==> config.mk <==
export PLATFORM = sky130hd
export DESIGN_NAME = text_renderer
export DESIGN_NICKNAME = d
export VERILOG_FILES = /design/src/rtl/text_pkg.sv /design/src/rtl/blink_timer.sv /design/src/rtl/text_renderer.sv
export SDC_FILE = /design/constraint.sdc
export NUM_CORES = 1
export LEC_CHECK = 0
export BUFFER_PORTS_ARGS = -buffer_cell sky130_fd_sc_hd__buf_4
export CAP_MARGIN = 0
export CORE_ASPECT_RATIO = 1.2
export CORE_MARGIN = 10
export CORE_UTILIZATION = 30
export CTS_CLUSTER_DIAMETER = 150
export DETAILED_ROUTE_END_ITERATION = 8
export SYNTH_ARGS = -nofsm -noshare
export SYNTH_HDL_FRONTEND = slang
export SYNTH_SLANG_ARGS = --single-unit
==> constraint.sdc <==
create_clock -name clk -period 6.15 [get_ports clk]
set_clock_uncertainty 0.15 [all_clocks]
set_input_delay 1.23 -clock clk [delete_from_list [all_inputs] [get_ports clk]]
set_output_delay 1.23 -clock clk [all_outputs]
set_load 0.05 [all_outputs]
==> src/rtl/text_pkg.sv <==
// Shared types and helpers for the text-mode pixel pipeline.
// Attribute byte layout, pipeline control word and RGB expansion.
package text_pkg;

    localparam int LATENCY     = 4;

    localparam int ATTR_FG_LSB = 0;
    localparam int ATTR_BG_LSB = 3;
    localparam int ATTR_UL     = 6;
    localparam int ATTR_BLINK  = 7;

    typedef struct packed {
        logic [4:0] r;
        logic [5:0] g;
        logic [4:0] b;
    } rgb565_t;

    // Control word carried alongside each pixel through the pipeline.
    typedef struct packed {
        logic       de;
        logic       hsync;
        logic       vsync;
        logic       oob;
        logic       cur_hit;
        logic [3:0] x;
        logic [4:0] y;
    } pix_ctl_t;

    // 3-bit colour: bit 2 = blue, bit 1 = red, bit 0 = green.
    function automatic rgb565_t expand_rgb(input logic [2:0] rgb);
        rgb565_t c;
        c.r = {5{rgb[1]}};
        c.g = {6{rgb[0]}};
        c.b = {5{rgb[2]}};
        return c;
    endfunction

endpackage

==> src/rtl/blink_timer.sv <==
// Frame-based blink phase generator: counts vsync rising edges and
// toggles the phase every BLINK_FRAMES frames.
module blink_timer
#(
    parameter int BLINK_FRAMES = 30
)
(
    input  logic clk,
    input  logic reset,
    input  logic i_vsync,
    output logic o_phase
);

    localparam int CNT_W = (BLINK_FRAMES > 1) ? $clog2(BLINK_FRAMES) : 1;

    logic             r_vs_d;
    logic [CNT_W-1:0] r_cnt;
    logic             r_phase;
    logic             w_vs_rise;

    assign w_vs_rise = i_vsync & ~r_vs_d;

    // NOTE: state registers use non-blocking assignments so every flop
    // samples pre-edge values; blocking here would chain updates in one edge.
    always_ff @(posedge clk or posedge reset) begin
        if (reset) begin
            r_vs_d  <= 1'b0;
            r_cnt   <= '0;
            r_phase <= 1'b1;
        end else begin
            r_vs_d <= i_vsync;
            if (w_vs_rise) begin
                if (32'(r_cnt) == BLINK_FRAMES - 1) begin
                    r_cnt   <= '0;
                    r_phase <= ~r_phase;
                end else begin
                    r_cnt <= r_cnt + 1'b1;
                end
            end
        end
    end

    assign o_phase = r_phase;

endmodule

==> src/rtl/text_renderer.sv <==
// Text-mode pixel pipeline: screen RAM -> glyph ROM -> attributes/cursor
// -> LCD, with sync signals delayed to stay aligned (latency 4).
module text_renderer
    import text_pkg::*;
#(
    parameter int COLS         = 80,
    parameter int ROWS         = 24,
    parameter int GLYPH_W      = 10,
    parameter int GLYPH_H      = 20,
    parameter int CURSOR_TOP   = 18,
    parameter int BLINK_FRAMES = 30,
    parameter int ADDR_W       = $clog2(COLS * ROWS)
)
(
    input  logic               clk,
    input  logic               reset,
    input  logic               in_de,
    input  logic               in_hsync,
    input  logic               in_vsync,
    input  logic [6:0]         in_col,
    input  logic [4:0]         in_row,
    input  logic [3:0]         in_x,
    input  logic [4:0]         in_y,
    input  logic               cursor_en,
    input  logic [6:0]         cursor_col,
    input  logic [4:0]         cursor_row,
    output logic [ADDR_W-1:0]  ram_addr,
    input  logic [15:0]        ram_data,
    output logic [7:0]         rom_char,
    output logic [4:0]         rom_row,
    input  logic [GLYPH_W-1:0] rom_q,
    output logic               lcd_de,
    output logic               lcd_hsync,
    output logic               lcd_vsync,
    output logic [4:0]         lcd_r,
    output logic [5:0]         lcd_g,
    output logic [4:0]         lcd_b
);

    logic              w_phase;
    logic              w_oob;
    logic              w_cur_hit;
    logic [ADDR_W-1:0] w_lin_addr;
    pix_ctl_t          w_s1_next;

    pix_ctl_t          r_s1;
    pix_ctl_t          r_s2;
    pix_ctl_t          r_s3;
    logic [7:0]        r_s3_attr;
    logic [ADDR_W-1:0] r_ram_addr;

    logic [GLYPH_W-1:0] w_row_sh;
    logic               w_fg_on;
    logic [2:0]         w_sel;
    rgb565_t            w_rgb;

    logic               r_lcd_de;
    logic               r_lcd_hsync;
    logic               r_lcd_vsync;
    rgb565_t            r_lcd_rgb;

    blink_timer #(
        .BLINK_FRAMES (BLINK_FRAMES)
    ) u_blink (
        .clk     (clk),
        .reset   (reset),
        .i_vsync (in_vsync),
        .o_phase (w_phase)
    );

    // Stage 1: address generation and per-pixel flags.
    assign w_oob      = (32'(in_col) >= COLS) || (32'(in_row) >= ROWS);
    assign w_cur_hit  = cursor_en && (in_col == cursor_col) &&
                        (in_row == cursor_row) && (32'(in_y) >= CURSOR_TOP);
    assign w_lin_addr = ADDR_W'(32'(in_row) * COLS + 32'(in_col));

    always_comb begin
        w_s1_next         = '0;
        w_s1_next.de      = in_de;
        w_s1_next.hsync   = in_hsync;
        w_s1_next.vsync   = in_vsync;
        w_s1_next.oob     = w_oob;
        w_s1_next.cur_hit = w_cur_hit;
        w_s1_next.x       = in_x;
        w_s1_next.y       = in_y;
    end

    always_ff @(posedge clk or posedge reset) begin
        if (reset) begin
            r_s1       <= '0;
            r_s2       <= '0;
            r_s3       <= '0;
            r_s3_attr  <= '0;
            r_ram_addr <= '0;
        end else begin
            r_s1       <= w_s1_next;
            r_ram_addr <= w_oob ? '0 : w_lin_addr;
            r_s2       <= r_s1;
            r_s3       <= r_s2;
            r_s3_attr  <= ram_data[15:8];
        end
    end

    assign ram_addr = r_ram_addr;

    // Stage 2: RAM word is valid now; drive the ROM address directly from it.
    assign rom_char = ram_data[7:0];
    assign rom_row  = r_s2.y;

    // Stage 3: pick the pixel bit (MSB = leftmost), apply attributes.
    assign w_row_sh = rom_q << r_s3.x;

    // NOTE: every always_comb output is given a default first so no path
    // leaves it unassigned, which would otherwise infer a latch.
    always_comb begin
        w_fg_on = w_row_sh[GLYPH_W-1];
        if (r_s3_attr[ATTR_UL] && (32'(r_s3.y) == GLYPH_H - 1))
            w_fg_on = 1'b1;
        if (r_s3_attr[ATTR_BLINK] && !w_phase)
            w_fg_on = 1'b0;
        if (r_s3.cur_hit && w_phase)
            w_fg_on = ~w_fg_on;

        w_sel = w_fg_on ? r_s3_attr[ATTR_FG_LSB +: 3] : r_s3_attr[ATTR_BG_LSB +: 3];
        w_rgb = expand_rgb(w_sel);
        if (r_s3.oob || !r_s3.de)
            w_rgb = '0;
    end

    always_ff @(posedge clk or posedge reset) begin
        if (reset) begin
            r_lcd_de    <= 1'b0;
            r_lcd_hsync <= 1'b0;
            r_lcd_vsync <= 1'b0;
            r_lcd_rgb   <= '0;
        end else begin
            r_lcd_de    <= r_s3.de;
            r_lcd_hsync <= r_s3.hsync;
            r_lcd_vsync <= r_s3.vsync;
            r_lcd_rgb   <= w_rgb;
        end
    end

    assign lcd_de    = r_lcd_de;
    assign lcd_hsync = r_lcd_hsync;
    assign lcd_vsync = r_lcd_vsync;
    assign lcd_r     = r_lcd_rgb.r;
    assign lcd_g     = r_lcd_rgb.g;
    assign lcd_b     = r_lcd_rgb.b;

endmodule
; ---- Yosys cells after proc, flatten, opt, wreduce, memory -nomap -nowiden
; Index checks and enable logic that the tools add are counted.
[classes]
n_addsub = 2
mul = 1
order_cmp = 3
n_eq_ne = 4
shift = 1
n_mux = 7
bitwise = 4
reduce_logical = 11
[op_table]
columns = op, n
row1 = two-way mux 16 bit, 1
row2 = adder 11 x 7 -> 11 bit, 1
row3 = two-way mux 11 bit, 1
row4 = "equality test 5 bit, second input constant", 2
row5 = "greater-or-equal comparator 5 bit, second input constant", 2
row6 = left shift 10 x 4 -> 10 bit, 1
row7 = equality test 7 bit, 1
row8 = "greater-or-equal comparator 7 bit, second input constant", 1
row9 = "multiplier 5 x 3 -> 7 bit, second input constant", 1
row10 = logical AND 1 bit, 6
row11 = "adder 5 x 1 -> 5 bit, second input constant", 1
row12 = equality test 5 bit, 1
row13 = two-way mux 5 bit, 1
row14 = two-way mux 1 bit, 3
row15 = two-way mux 3 bit, 1
row16 = inverter 1 bit, 3
row17 = zero test 1 bit, 2
row18 = logical OR 1 bit, 2
row19 = AND reduction 2 bit, 1
row20 = bitwise AND 1 bit, 1
[word_totals]
ff_bits = 86
wordCells = 64

; ---- Longest topological paths before layout
[logic_depth]
ltp_word = 8
mapped_depth = 8
depth_no_buf = 8

; ---- By module
; Synthesis repeated with hierarchy kept, for this count alone.
[hier_totals]
cells_unflattened = 236
area_unflattened_um2 = 3050.4
[modules_own_cells]
columns = module, n_inst, cells_each, area_each_um2, seq_area_each_um2
row1 = text_renderer, 1, 201, 2703.8, 1676.6
row2 = blink_timer, 1, 35, 346.6, 176.4

; ---- Worst setup path after synthesis
; OpenSTA, ideal clock, no wires.
[synth_path]
path_type = input to register
from = input in_row[1]
to = register r_ram_addr[10], in the netlist ram_addr[10]
setup_time_ns = 0.123
arrival_ns = 2.698
required_ns = 5.877
path_slack_ns = 3.179
stages = 7
path_cell_list = ha_1 > ha_1 > inv_1 > fa_1 > nand4b_1 > xor3_1 > nor2b_1
[synth_via]
elab_chain_cells = 3
word_cells_on_any_way = 5
[synth_lines]
columns = item, line_no
row1 = start: declaration, text_renderer.sv:21  ; input logic [4:0] in_row,
row2 = multiplier 5 x 3 -> 7 bit / greater-or-equal comparator 5 bit (equally long branches), "text_renderer.sv:75, text_renderer.sv:72"
row3 = adder 11 x 7 -> 11 bit / logical OR 1 bit (equally long branches), "text_renderer.sv:75, text_renderer.sv:72"
row4 = two-way mux 11 bit *, text_renderer.sv:97  ; r_ram_addr <= w_oob ? '0 : w_lin_addr;
row5 = end signal: assignment, text_renderer.sv:97
row6 = end: declaration, text_renderer.sv:50  ; logic [ADDR_W-1:0] r_ram_addr;
; Mark *: on every way between the ends. The rest lies on a longest branch, timed or not.
; A chain may end at the register's enable or synchronous reset.

; ---- Worst setup path in the final report
; Same ends and word-level chain as after synthesis.

==> results.md <==
| Group | Parameter | This run |
| --- | --- | --- |
| die | Die X | 111.0 microns |
| pwr | Leakage power of the design | 1.894 nW |
| sta | Unrepaired setup endpoints after global routing | no |
| finish | Reg area | 0.001828 sq mm |
| setup path | Worst Path Arrival | 2910 ps |
| clock network | Clock tree from TritonCTS | yes |
| logic synthesis | Number of synthesized flops with an enable pin | 0 |
| drt | ANT nets after route | 0 |
| drt | Met3 wire length | 402 microns |
| finish | Net count, final | 373 |
| grt | Initial antenna violation count | 0 |
| pwr | Peak supply drop | 131.4 uV |
| setup path | Worst stage delay on the critical path | 450 ps |
| finish | Commonest non-fill, non-tap cells in the layout | sky130_fd_sc_hd__buf_4 (92), sky130_fd_sc_hd__dfrtp_1 (72), sky130_fd_sc_hd__xnor2_1 (17), sky130_fd_sc_hd__nor2_1 (11), sky130_fd_sc_hd__ha_1 (11) |
| drt | Detail-routed via count per cell | 4.331 |
| placement | Total placed cells including tap cells | 407 |
| pwr | Switching Share | 27.98% |
| drt | Detailed Route WL | 6264 microns |
| setup path | Path length in cells of the critical path | 8 |
| die | Initial Utilization | 31.03% |
| sta | Final setup violation count | 0 |
| drt | Wire length per cell after detailed routing | 14.81 microns |
| pwr | Power density normalized to cell area | 330.8 mW/mm^2 |
| die | Boundary pin count | 108 |
| drt | DRC marker count from the first detailed-route iteration | 48 |
| grt | Wire length of the first global-routing pass | 10,180 microns |
| logic synthesis | Dominant cell type by area after synthesis | sky130_fd_sc_hd__dfrtp_1 |
| setup path | CP max FO | 4 |
| grt | Number of global-route vias before repair | 2,063 |
| finish | Number of diodes added for antenna fixing | 0 |
| placement | Worst setup slack before clock tree synthesis | 2953 ps |
| pwr | Switch Pwr | 0.3645 mW |
| placement | Detailed placer's ending HPWL | 4931 microns |
| setup path | Data required time of the worst path | 6210 ps |
| clock network | Post-cts repair resize count | 0 |
| logic synthesis | Most used flip-flop cell after synthesis | sky130_fd_sc_hd__dfrtp_1 |
| pwr | Clock group share of total power | 39.7% |
| die | Die height | 129.2 microns |
| pwr | Combinational cell fraction of total power | 18.0% |
| setup path | Worst-path cell with the longest stage delay | sky130_fd_sc_hd__fa_1 |
| min path | Number of cells on the worst hold path | 0 |
| clock network | Number of buffers inserted to repair setup after CTS | 0 |
| logic synthesis | Cell area after technology mapping | 0.002983 sq mm |
| drt | Top Layer Used | met4 |
| sta | Max Clock Freq | 0.3519 GHz |
| setup path | Cell depth of the worst flop-to-flop path | 5 |
| setup path | Category of the most critical setup path | in2reg |
| finish | Number of filler cells placed in the layout | 885 |
| clock network | Number of buffers inserted during clock tree synthesis | 9 |
| die | Die area | 0.01435 sq mm |
| sta | Tmin final | 2842 ps |
| sta | Worst-case headroom to the max-slew limit | 41.01% |
| clock network | Hold buffer count at CTS | 0 |
| setup path | Cell occurring most often along the worst timing path | sky130_fd_sc_hd__ha_1 |
| logic synthesis | Synth cell types | 38 |
| drt | Wire length on met1 | 2440 microns |
| logic synthesis | Average footprint of a synthesized cell | 13.68 sq um |
| grt | Overall fraction of global-route tracks in use | 9.114% |
| sta | Final number of hold-violating endpoints | 0 |
| setup path | Count of buffer and inverter cells on the critical path | 2 |
| drt | DR DRC count | 0 |
| sta | Setup TNS | 0 ps |
| placement | Last weighted congestion value of the routability-driven placer | 0.7661 |
| logic synthesis | Number of nets in the synthesized netlist | 296 |
| logic synthesis | Synthesized netlist cell count | 218 |
| logic synthesis | Synth warnings | 0 |
| setup path | Crit path launch type | input port |
| drt | Met2 Routed Length | 3226 microns |
| setup path | CP delay by family, top | adder cells |
| logic synthesis | Async set-reset flop share out of synthesis | 100.0% |
| run | Number of max-capacitance violations reported | 0 |
| finish | Post-Layout Cell Count | 423 |
| sta | Slack of the critical path | 3308 ps |
| pwr | Sequential fraction of design power | 42.3% |
| clock network | Clock Sink Count | 73 |
| finish | Most common cell after layout, fill and taps aside | sky130_fd_sc_hd__buf_4 |
| min path | Type of the tightest min-delay check | reg2reg |
| grt | Largest net degree at the start of global routing | 74 |
| logic synthesis | Main area contributors after synthesis | sky130_fd_sc_hd__dfrtp_1 (60%), sky130_fd_sc_hd__buf_4 (6.5%), sky130_fd_sc_hd__xnor2_1 (5.0%), sky130_fd_sc_hd__ha_1 (4.6%), sky130_fd_sc_hd__mux4_1 (3.5%) |
| logic synthesis | FF+latch count, synth | 73 |
| setup path | Critical path capture point type | flip-flop |
| clock network | Clock root buffer master | sky130_fd_sc_hd__clkbuf_16 |
| die | Total core area | 0.009613 sq mm |
| pwr | Power Total | 1.302 mW |
| placement | Total of buffers placed on input and output ports | 91 |
| logic synthesis | Portion of the post-synthesis area used by sequential elements | 61.28% |
| clock network | Largest buffer count on any clock path | 2 |
| die | Floorplan row count | 39 |
| clock network | Source-to-sink clock delay at the later pin of the worst-skew pair | 330 ps |
| clock network | H-tree level count | 3 |
| grt | Global route overflow | 0 |
| pwr | Internal | 0.9380 mW |
| finish | Combined area of the multi-input logic cells | 918.4 sq um |
| sta | Max-slew violation count | 0 |
| finish | Share of post-route cells with drive strength above 1 | 37.33% |
| logic synthesis | Share of Yosys cell area claimed by the top area cell type | 60.40% |
| drt | Via count | 1,832 |
| sta | Fraction of the cycle the final worst path needs | 46.21% |
| clock network | Clock transition at path regs | 60 ps |
| setup path | Critical path, cell by cell | buf_4 -> ha_1 -> ha_1 -> inv_1 -> fa_1 -> nand4b_1 -> xor3_1 -> nor2b_1 |
| outcome | Result of the run | completed |
| sta | Transition at the pin with the smallest max-transition slack | 884.8 ps |
| finish | Area added between synthesis and finish | 32.01% |
| drt | Number of search-and-repair iterations in the first detailed-routing pass | 4 |
[per-layer routing]
layer,vias up,GRT usage [%]
met4,0,6.964
li1,876,-
met1,876,9.076
met3,13,3.232
met2,67,15.52
met5,-,0
[power by group through the flow]
stage | combinational, mW | clock [mW] | sequential [mW]
floorplan | 0.141 | 0 | 0.591
global placement | 0.234 | 0 | 0.558
detailed placement | 0.239 | 0 | 0.559
CTS | 0.239 | 0.532 | 0.551
global route | 0.256 | 0.554 | 0.556
finish | 0.235 | 0.517 | 0.551
[Yosys cell counts (2+ instances only)]
library cell               count
sky130_fd_sc_hd__dfrtp_1      72
sky130_fd_sc_hd__ha_1         11
sky130_fd_sc_hd__nor2_1       11
sky130_fd_sc_hd__xnor2_1      17
sky130_fd_sc_hd__fa_1          2
sky130_fd_sc_hd__mux4_1        4
sky130_fd_sc_hd__nor2b_1       4
sky130_fd_sc_hd__a21o_1        4
sky130_fd_sc_hd__nand2_1       6
sky130_fd_sc_hd__o21ai_0       7
sky130_fd_sc_hd__inv_1        11
sky130_fd_sc_hd__a211oi_1      3
sky130_fd_sc_hd__nand4_1       4
sky130_fd_sc_hd__buf_4        26
sky130_fd_sc_hd__nand2b_1      2
sky130_fd_sc_hd__and3_1        6
sky130_fd_sc_hd__a21oi_1       3
sky130_fd_sc_hd__mux2i_1       5
[path summary, 6_finish.rpt]
kind,start,endpoint,slack [ps]
max in group asynchronous,reset,r_s3_attr[4],4260
min in group asynchronous,reset,ram_addr[7],1010
max,in_row[1],ram_addr[10],3310
min reg2reg,r_s1[0],rom_row[0],200
max reg2reg,r_s3[5],lcd_b[3],3880
min,r_s1[0],rom_row[0],200
[worst reg2reg max path: cells and delay by family (launching register included)]
family           cells  cell delay [ps]
AO/OA/AOI/OAI        2              490
flip-flops           1              440
multiplexers         2              930
AND/OR/NAND/NOR      1              170
[state kept, by name (all words and copies together) (netlist names)]
signal	flops
ram_addr	11
lcd_r	1
r_s1	13
lcd_de	1
lcd_vsync	1
u_blink.r_cnt	5
u_blink.o_phase	1
lcd_g	1
r_s2	9
r_s3	14
lcd_hsync	1
rom_row	5
u_blink.r_vs_d	1
lcd_b	1
r_s3_attr	8
[per-stage QoR]
| step | util, % | hold slack, ps | cell area (sq um) |
|---|---|---|---|
| finish | 40.96 | 196.4 | 3938 |
| global route | 40.96 | 206.8 | 3938 |
| CTS | 40.96 | 198.1 | 3938 |
| detailed placement | 37.78 | 184.7 | 3632 |
| global placement | 37.78 | 181.8 | 3632 |
| floorplan | - | 181.2 | 2983 |
[cells by family after synthesis]
kind of cell / synth area share (%)
AOI/OAI and AO/OA: 5.285
xor gates and xnor gates: 6.082
adders and majority gates: 5.956
buffers and inverters: 7.928
DFF: 61.28
muxes: 5.579
and+or+nand+nor: 7.886
[area by class of cell]
type | count | share of cell area (%)
clock buffers | 9 | 5.720
well taps | 123 | 3.908
clock inverters | 7 | 2.034
flip-flops and latches | 73 | 46.43
multi-input cells | 108 | 23.32
repair buffers | 92 | 17.54
inverters | 11 | 1.049
No activity file was read; power rests on OpenSTA's default activity.
